[src/rtl/ssd_pkg.sv]
// Shared definitions for the seven-segment scan controller: digit codes,
// the digit-code type and the sequencing FSM state encoding.
package ssd_pkg;

    typedef logic [3:0] ssd_code_t;

    localparam ssd_code_t SSD_DASH  = 4'hA;
    localparam ssd_code_t SSD_BLANK = 4'hB;

    typedef enum logic [1:0] {
        ST_IDLE    = 2'd0,
        ST_CONVERT = 2'd1,
        ST_FORMAT  = 2'd2
    } ssd_state_e;

endpackage

[src/rtl/bin2bcd_seq.sv]
// Sequential double-dabble converter: one add-3/shift iteration per clock,
// IN_W iterations per conversion. 'last' is high in the cycle whose edge
// performs the final iteration; 'valid' is high in the cycle after it.
module bin2bcd_seq #(
    parameter int IN_W = 9,
    parameter int NIB  = 5
) (
    input  logic              clk,
    input  logic              reset,
    input  logic              start,
    input  logic [IN_W-1:0]   mag,
    output logic [4*NIB-1:0]  bcd,
    output logic              valid,
    output logic              last
);

    localparam int BCD_W = 4 * NIB;
    localparam int CNT_W = (IN_W > 1) ? $clog2(IN_W) : 1;

    logic [IN_W-1:0]  shift_r;
    logic [BCD_W-1:0] bcd_r;
    logic [CNT_W-1:0] cnt_r;
    logic             running_r;
    logic             valid_r;
    logic [BCD_W-1:0] adj_s;

    // Add 3 to every nibble that is 5 or more, ahead of the shift
    always_comb begin
        adj_s = bcd_r;
        for (int n = 0; n < NIB; n++) begin
            if (bcd_r[4*n +: 4] >= 4'd5) begin
                adj_s[4*n +: 4] = bcd_r[4*n +: 4] + 4'd3;
            end else begin
                adj_s[4*n +: 4] = bcd_r[4*n +: 4];
            end
        end
    end

    assign last  = running_r && (cnt_r == CNT_W'(IN_W - 1));
    assign bcd   = bcd_r;
    assign valid = valid_r;

    // Capture the magnitude on start, then shift it into the BCD accumulator
    always_ff @(posedge clk) begin
        if (reset) begin
            shift_r   <= '0;
            bcd_r     <= '0;
            cnt_r     <= '0;
            running_r <= 1'b0;
            valid_r   <= 1'b0;
        end else if (start) begin
            shift_r   <= mag;
            bcd_r     <= '0;
            cnt_r     <= '0;
            running_r <= 1'b1;
            valid_r   <= 1'b0;
        end else if (running_r) begin
            bcd_r   <= {adj_s[BCD_W-2:0], shift_r[IN_W-1]};
            shift_r <= {shift_r[IN_W-2:0], 1'b0};
            cnt_r   <= cnt_r + CNT_W'(1);
            if (last) begin
                running_r <= 1'b0;
                valid_r   <= 1'b1;
            end else begin
                valid_r   <= 1'b0;
            end
        end else begin
            valid_r <= 1'b0;
        end
    end

endmodule

[src/rtl/ssd_scan_ctrl.sv]
// Seven-segment sequencing controller: captures an ALU result, converts it
// to BCD, formats sign/blanking/overflow into display registers and scans
// those registers onto one shared decoder with active-low digit anodes.
module ssd_scan_ctrl
    import ssd_pkg::*;
#(
    parameter int WIDTH    = 8,
    parameter int N_DIGITS = 4,
    parameter int CLK_DIV  = 100000
) (
    input  logic                clk,
    input  logic                reset,
    input  logic                load,
    input  logic [WIDTH-1:0]    value,
    input  logic                is_signed,
    output logic                busy,
    output logic                done,
    output logic [3:0]          LED_BCD,
    output logic [N_DIGITS-1:0] anode
);

    localparam int MAG_W = WIDTH + 1;
    localparam int NIB   = N_DIGITS + 1;
    localparam int DIV_W = $clog2(CLK_DIV);
    localparam int IDX_W = (N_DIGITS > 1) ? $clog2(N_DIGITS) : 1;

    ssd_state_e         state_r;
    logic               sign_r;
    logic               busy_r;
    logic               done_r;
    ssd_code_t          disp_r [N_DIGITS];
    logic [DIV_W-1:0]   div_r;
    logic [IDX_W-1:0]   idx_r;

    logic               neg_s;
    logic [MAG_W-1:0]   mag_s;
    logic               start_s;
    logic [4*NIB-1:0]   bcd_s;
    logic               bcd_valid_s;
    logic               bcd_last_s;
    ssd_code_t          fmt_s [N_DIGITS];
    logic [3:0]         guard_s;
    logic               ovf_s;
    int                 msd_s;

    // Magnitude as WIDTH+1 bits so the most negative input negates cleanly
    always_comb begin
        neg_s = is_signed & value[WIDTH-1];
        if (neg_s) begin
            mag_s = ~{value[WIDTH-1], value} + MAG_W'(1);
        end else begin
            mag_s = {1'b0, value};
        end
    end

    assign start_s = (state_r == ST_IDLE) && load;

    bin2bcd_seq #(
        .IN_W (MAG_W),
        .NIB  (NIB)
    ) u_bin2bcd (
        .clk   (clk),
        .reset (reset),
        .start (start_s),
        .mag   (mag_s),
        .bcd   (bcd_s),
        .valid (bcd_valid_s),
        .last  (bcd_last_s)
    );

    // Build display codes: leading blanks, sign dash, overflow dashes
    always_comb begin
        fmt_s   = '{default: SSD_BLANK};
        guard_s = bcd_s[4*N_DIGITS +: 4];
        msd_s   = 0;
        for (int i = 0; i < N_DIGITS; i++) begin
            if (bcd_s[4*i +: 4] != 4'd0) begin
                msd_s = i;
            end else begin
                msd_s = msd_s;
            end
        end
        ovf_s = (guard_s != 4'd0) ||
                (sign_r && (bcd_s[4*(N_DIGITS-1) +: 4] != 4'd0));
        for (int i = 0; i < N_DIGITS; i++) begin
            if (ovf_s) begin
                fmt_s[i] = SSD_DASH;
            end else if (i <= msd_s) begin
                fmt_s[i] = bcd_s[4*i +: 4];
            end else if (sign_r && (i == msd_s + 1)) begin
                fmt_s[i] = SSD_DASH;
            end else begin
                fmt_s[i] = SSD_BLANK;
            end
        end
    end

    // Sequencing FSM and display register commit
    always_ff @(posedge clk) begin
        if (reset) begin
            state_r <= ST_IDLE;
            sign_r  <= 1'b0;
            busy_r  <= 1'b0;
            done_r  <= 1'b0;
            disp_r  <= '{default: SSD_BLANK};
        end else begin
            done_r <= 1'b0;
            case (state_r)
                ST_IDLE: begin
                    if (load) begin
                        sign_r  <= neg_s;
                        busy_r  <= 1'b1;
                        state_r <= ST_CONVERT;
                    end else begin
                        state_r <= ST_IDLE;
                    end
                end
                ST_CONVERT: begin
                    if (bcd_last_s) begin
                        state_r <= ST_FORMAT;
                    end else begin
                        state_r <= ST_CONVERT;
                    end
                end
                ST_FORMAT: begin
                    if (bcd_valid_s) begin
                        disp_r <= fmt_s;
                        done_r <= 1'b1;
                    end else begin
                        done_r <= 1'b0;
                    end
                    busy_r  <= 1'b0;
                    state_r <= ST_IDLE;
                end
                default: begin
                    busy_r  <= 1'b0;
                    state_r <= ST_IDLE;
                end
            endcase
        end
    end

    // Free-running refresh divider and digit index, independent of the FSM
    always_ff @(posedge clk) begin
        if (reset) begin
            div_r <= '0;
            idx_r <= '0;
        end else if (div_r == DIV_W'(CLK_DIV - 1)) begin
            div_r <= '0;
            if (idx_r == IDX_W'(N_DIGITS - 1)) begin
                idx_r <= '0;
            end else begin
                idx_r <= idx_r + IDX_W'(1);
            end
        end else begin
            div_r <= div_r + DIV_W'(1);
        end
    end

    assign busy    = busy_r;
    assign done    = done_r;
    assign anode   = ~(N_DIGITS'(1) << idx_r);
    assign LED_BCD = disp_r[idx_r];

endmodule

[config.mk]
export PLATFORM = sky130hd
export DESIGN_NAME = ssd_scan_ctrl
export DESIGN_NICKNAME = d
export VERILOG_FILES = /design/src/rtl/ssd_pkg.sv /design/src/rtl/bin2bcd_seq.sv /design/src/rtl/ssd_scan_ctrl.sv
export SDC_FILE = /design/constraint.sdc
export NUM_CORES = 1
export LEC_CHECK = 0
export ABC_AREA = 1
export CORE_ASPECT_RATIO = 1.75
export CORE_MARGIN = 1
export CORE_UTILIZATION = 55
export DETAILED_ROUTE_END_ITERATION = 12
export GPL_ROUTABILITY_DRIVEN = 1
export PLACE_DENSITY = 0.84
export SLEW_MARGIN = 20
export SYNTH_ARGS = -nofsm -noshare
export SYNTH_HDL_FRONTEND = slang
export SYNTH_HIERARCHICAL = 1
export SYNTH_SLANG_ARGS = --single-unit
[constraint.sdc]
create_clock -name clk -period 2.5 [get_ports clk]
set_input_delay 0.375 -clock clk [delete_from_list [all_inputs] [get_ports clk]]
set_output_delay 0.375 -clock clk [all_outputs]
set_load 0.05 [all_outputs]
==> results of run 1 <==
-- cells in the mapped netlist, types with 2 or more instances --
library cell,count,area [um2]
clkinv_1,3,11.3
xor2_1,9,78.8
or2_0,2,12.5
nand3_2,2,20.0
nand3_1,49,245
nor2_1,84,315
dfxtp_1,75,1500
o21ai_1,2,10.0
o221ai_1,7,61.3
nand4_1,5,31.3
ha_1,18,225
o22ai_1,4,25.0
buf_6,4,45.0
nor3_1,9,45.0
buf_2,5,25.0
xnor2_1,4,35.0
nand2_1,144,541
a21oi_1,48,240
inv_2,6,22.5
nand2_2,2,12.5
clkbuf_1,3,11.3
inv_1,83,312
o21ai_0,28,140
nor2_2,3,18.8
-- flip-flops by register name (all words and copies together) (netlist names), 2 cells and up --
| signal | cells |
|---|---|
| idx_r | 2 |
| div_r | 17 |
| u_bin2bcd/bcd | 20 |
| state_r | 2 |
| disp_r | 16 |
| u_bin2bcd/shift_r | 9 |
| u_bin2bcd/cnt_r | 4 |
-- cell type report --
cell class / count / area, um2 / area share, %
Multi-Input combinational cell: 430 / 2140 / 46.3
Sequential cell: 75 / 1500 / 32.5
Inverter: 92 / 349 / 7.55
Clock buffer: 12 / 256 / 5.55
Timing Repair Buffer: 23 / 215 / 4.66
Tap cell: 86 / 108 / 2.33
Clock inverter: 4 / 48.8 / 1.06
-- critical path, stage by stage, from the launching register on --
cell and delay, ns:
dfxtp_1 0.44, inv_1 0.16, ha_1 0.21, inv_1 0.05, clkdlybuf4s50_1 0.78
-- where the power goes --
group,switching [mW],internal [mW],leakage [nW]
Sequential,0.0382,1.24,0.610
Clock,0.473,0.824,0.153
Combinational,0.181,0.0994,1.15
-- through the flow --
step                setup slack (ns)  cells  hold WS, ns  power (mW)
floorplan                      0.667    610        0.417        1.51
global placement               0.287    706        0.430        1.56
detailed placement             0.176    706        0.442        1.58
CTS                           0.0227    722        0.454        2.87
global route                 0.00789    722        0.466        2.96
finish                         0.157    722        0.448        2.85
-- worst paths after layout --
check / start / to / slack (ns) / cells after the start
max: idx_r[1]$_SDFFE_PP0N_ / anode[1] / 0.16 / 4
min: div_r[0]$_SDFF_PP0_ / div_r[0]$_SDFF_PP0_ / 0.45 / 1
max reg2reg: state_r[0]$_SDFF_PP0_ / u_bin2bcd/bcd[1]$_SDFFE_PP0P_ / 0.84 / 8
min reg2reg: div_r[0]$_SDFF_PP0_ / div_r[0]$_SDFF_PP0_ / 0.45 / 1
-- logic make-up after synthesis --
kind of cell             Yosys count  share of synthesized area, %
buffers and inverters            105                          10.6
adder cells (fa/ha/maj)           18                          5.52
AND/OR/NAND/NOR                  305                          31.5
other                              1                        0.0920
AO/OA/AOI/OAI                     93                          12.6
XOR/XNOR                          13                          2.79
flip-flops                        75                          36.8
-- routing by layer --
layer  routed length [um]  up-vias
li1                     -     1988
met1                 3480     1808
met2                 5140       61
met3                  201       17
met4                  250        0
met5                    0        -
-- layout by cell type, fill, tap and decap left out, types with 2 or more instances in the layout --
cell	netlist	final
o221ai_1	7	7
clkdlybuf4s50_1	0	15
nor3_1	9	9
or2_0	2	2
nand4_1	5	5
clkbuf_8	0	2
nand3_2	2	2
xnor2_1	4	4
o21ai_1	2	2
a21oi_1	48	48
nor2_2	3	3
inv_1	83	83
buf_4	1	4
clkbuf_16	0	9
o22ai_1	4	4
clkinv_1	3	2
nand2_2	2	2
nand3_1	49	49
nor2_1	84	84
ha_1	18	18
clkinv_2	0	2
inv_2	6	6
o21ai_0	28	28
dlygate4sd2_1	0	4
nand2_1	144	144
dfxtp_1	75	74
xor2_1	9	9
==> flow_metrics.env, run 1 <==
export IMPL_antenna_found_initial=0
export IMPL_cp_arrival_ns=1.97
export IMPL_crit_path_end_kind="primary output"
export IMPL_fill_cells=643
export IMPL_avgSynthCellArea_um2=6.68
export IMPL_synth_edf_count=0
export IMPL_area_growth_pct=13.3
export IMPL_rsz0062_at_grt="false"
export IMPL_finalSetupViolations=0
export IMPL_period_share_pct=93.7
export IMPL_grt_pass1_wl_um=14600
export IMPL_drc=0
export IMPL_critPathMaxFanout=8
export IMPL_grt_use_met1_pct=22.5
export IMPL_ios=22
export IMPL_vias=3874
export IMPL_initial_core_util_pct=56.8
export IMPL_postCtsHoldBufs=0
export IMPL_drive_above_1_share_pct=6.29
export IMPL_dp_hpwl_um=6640
export IMPL_syn_num_nets=640
export IMPL_finalHoldViolCount=0
export IMPL_min_period_ns=2.34
export IMPL_synth_flop_cell="dfxtp_1"
export IMPL_core_area_um2=7180
export IMPL_place_area_um2=4320
export IMPL_root_buffer="clkbuf_16"
export IMPL_numPortBuffers=21
export IMPL_top_usage_layer="met2"
export IMPL_die_y_um=116
export IMPL_wl_per_cell_um=12.6
export IMPL_cts_clk_slew_worst_paths_ns=0.06
export IMPL_grt_max_degree=24
export IMPL_post_cts_buffers=0
export IMPL_cap_violations=0
export IMPL_startpoint_type="flip-flop"
export IMPL_track_usage_pct=24.7
export IMPL_setup_tns_ns=0
export IMPL_ys_seq_elements=75
export IMPL_cts_num_sinks=75
export IMPL_antenna_left=0
export IMPL_use_met2_pct=48.5
export IMPL_power_density_nw_per_um2=617
export IMPL_grt_pass1_vias=3576
export IMPL_fin_nets=661
export IMPL_postCtsResizedCells=4
export IMPL_overflow=0
export IMPL_cts_made_buffers=9
export IMPL_synth_warnings=6
export IMPL_hp_class="reg -> reg"
export IMPL_first_pass_iters=5
export IMPL_synth_seq_area_share_pct=36.8
export IMPL_die_area_um2=7780
export IMPL_wirelength_um=9070
export IMPL_syn_inst=610
export IMPL_crit_type="reg -> out"
export IMPL_design_area_um2=4620
export IMPL_final_core_util_pct=64.4
export IMPL_drtIter0Drc=216
export IMPL_synth_cell_type_count=35
export IMPL_p_leak_nw=1.92
export IMPL_gp_routability_congestion=0.808
export IMPL_met3_usage_pct=4.33
export IMPL_syn_area_um2=4080
export IMPL_timing_fmax_mhz=427
export IMPL_cp_required_ns=2.12
export IMPL_status="completed"
export IMPL_vias_per_cell=5.37
export IMPL_clock_latency_ns=0.34
export IMPL_finClkSkew_ns=0.00367
export IMPL_report_final_slew_viol_count=0
export IMPL_die_x_um=67.1
export IMPL_async_flop_share_pct=0
export IMPL_vdd_drop_max_mv=0.432
export IMPL_htree_levels=3
export IMPL_diodes=0
export IMPL_cts_buffer_depth=2
export IMPL_row_count=41
export IMPL_cts_tree="yes"
No activity file was read; power rests on OpenSTA's default activity.
==> run 2: changes to the inputs <==
--- a/config.mk
+++ b/config.mk
@@ -12,6 +12,7 @@
 export DETAILED_ROUTE_END_ITERATION = 12
 export GPL_ROUTABILITY_DRIVEN = 1
 export PLACE_DENSITY = 0.84
+export SKIP_CTS_REPAIR_TIMING = 1
 export SLEW_MARGIN = 20
 export SYNTH_ARGS = -nofsm -noshare
 export SYNTH_HDL_FRONTEND = slang
==> run 2 against run 1 <==
Effect of this change: final area increased by 0.30%; clock-buffer cell count did not move; clock power about the same; first-iteration DRC count rose by 10%; via count shrank 0.15%; clock skew barely moved; critical path type unchanged; largest cell class unchanged.
==> flow_metrics.env, run 2 (same netlist as run 1, synthesis figures left out) <==
export IMPL_power_density_nw_per_um2=616
export IMPL_cp_arrival_ns=1.98
export IMPL_cp_num_cells=4
export IMPL_max_slew_margin_pct=66.1
export IMPL_power_mw=2.86
export IMPL_vias=3868
export IMPL_wl_per_cell_um=12.7
export IMPL_critPathMaxFanout=12
export IMPL_initial_core_util_pct=56.8
export IMPL_vias_per_cell=5.36
export IMPL_grt_max_degree=24
export IMPL_grt_pass1_vias=3576
export IMPL_cts_num_sinks=75
export IMPL_drive_above_1_share_pct=6.13
export IMPL_root_buffer="clkbuf_16"
export IMPL_crit_path_end_kind="primary output"
export IMPL_worstMarginPinSlew_ns=0.508
export IMPL_status="completed"
export IMPL_cts_buffer_depth=2
export IMPL_period_share_pct=94.2
export IMPL_diodes=0
export IMPL_report_final_slew_viol_count=0
export IMPL_htree_levels=3
export IMPL_setup_tns_ns=0
export IMPL_worst_hold_slack_ns=0.449
export IMPL_die_y_um=116
export IMPL_drc=0
export IMPL_final_common_cell="nand2_1"
export IMPL_critical_path_buf_inv_count=2
export IMPL_vdd_drop_max_mv=0.433
export IMPL_ios=22
export IMPL_crit_type="reg -> out"
export IMPL_cp_required_ns=2.12
export IMPL_track_usage_pct=24.7
export IMPL_cts_clk_slew_worst_paths_ns=0.06
export IMPL_final_cell_mix="144 x nand2_1, 84 x nor2_1, 83 x inv_1, 75 x dfxtp_1, 49 x nand3_1"
export IMPL_reg2reg_depth=8
export IMPL_die_area_um2=7780
export IMPL_cp_cell_sequence="clkinvlp_4 > o21ai_0 > o22ai_1 > dlymetal6s2s_1"
export IMPL_numPortBuffers=21
export IMPL_die_x_um=67.1
export IMPL_dp_hpwl_um=6640
export IMPL_hp_class="reg -> reg"
export IMPL_critical_path_top_delay_family="buffers and inverters"
export IMPL_grt_pass1_wl_um=14600
export IMPL_p_leak_nw=1.93
export IMPL_slowest_delay_ns=0.57
export IMPL_clock_latency_ns=0.33
export IMPL_min_period_ns=2.36
export IMPL_wirelength_um=9130
export IMPL_holdPathStages=1
export IMPL_core_area_um2=7180
export IMPL_cap_violations=0
export IMPL_fill_cells=642
export IMPL_finClkSkew_ns=0.00385
export IMPL_fin_nets=661
export IMPL_antenna_found_initial=0
export IMPL_finalSetupViolations=0
export IMPL_rsz0062_at_grt="false"
export IMPL_first_pass_iters=5
export IMPL_timing_fmax_mhz=425
export IMPL_drtIter0Drc=238
export IMPL_row_count=41
export IMPL_cts_tree="yes"
export IMPL_finalHoldViolCount=0
export IMPL_startpoint_type="flip-flop"
export IMPL_area_growth_pct=13.7
export IMPL_overflow=0
export IMPL_largest_reg_flops=20
export IMPL_crit_slowest_cell="dfxtp_1"
export IMPL_gp_routability_congestion=0.808
export IMPL_cts_made_buffers=9
export IMPL_antenna_left=0
run 2: cell types whose count changed in the layout (fill, tap and decap cells not counted), sizes merged:
cell | previous run | this run
dlygate4sd2 | 4 | 0
dlymetal6s2s | 0 | 4
run 2: layer usage:
layer | wire (um) | GRT usage, % | share of wire [%] | up-vias
li1 | - | - | - | 1979
met1 | 3490 | 22.5 | 38 | 1804
met2 | 5140 | 48.5 | 56 | 68
met3 | 267 | 4.33 | 2.9 | 17
met4 | 242 | 13.3 | 2.6 | 0
met5 | 0 | 0 | 0 | -
run 2: cell type report:
type                       count  area (um2)  area share, %
clock buffer                  12         256           5.53
clock inverter                 4        48.8           1.05
inverter                      92         349           7.53
multi-input combinational    430        2140           46.2
sequential                    75        1500           32.4
tap                           86         108           2.32
timing repair buffer          23         230           4.97
run 2: worst paths after layout:
path | startpoint | endpoint | slack (ns)
worst max-delay path | idx_r[0]$_SDFFE_PP0N_ | LED_BCD[3] | 0.14
worst min-delay path | div_r[0]$_SDFF_PP0_ | div_r[0]$_SDFF_PP0_ | 0.45
worst max register to register | state_r[0]$_SDFF_PP0_ | u_bin2bcd/bcd[1]$_SDFFE_PP0P_ | 0.84
worst min register to register | div_r[0]$_SDFF_PP0_ | div_r[0]$_SDFF_PP0_ | 0.45
run 2: worst reg2reg max path, stage by stage, from the launching register on:
cell and delay, ns:
dfxtp_1 0.31, inv_1 0.11, nand3_1 0.15, inv_1 0.36, nor2_4 0.11, inv_2 0.31, a21oi_1 0.09, nand2_1 0.09
inv_1 0.03
run 2: metrics by stage:
stage                     instance area (um2)  instances  worst slack, ns  utilization, %
after CTS                                4620        722           -0.259            64.4
final                                    4640        722            0.144            64.5
after floorplan                          4080        610            0.667               -
after global placement                   4320        706            0.287            60.1
after detailed placement                 4320        706            0.176            60.1
after global routing                     4640        722          0.00787            64.5
run 2: report_power, final:
group	internal (mW)	total (mW)	switching, mW
sequential	1.24	1.27	0.0382
clock	0.825	1.30	0.475
combinational	0.0994	0.281	0.182
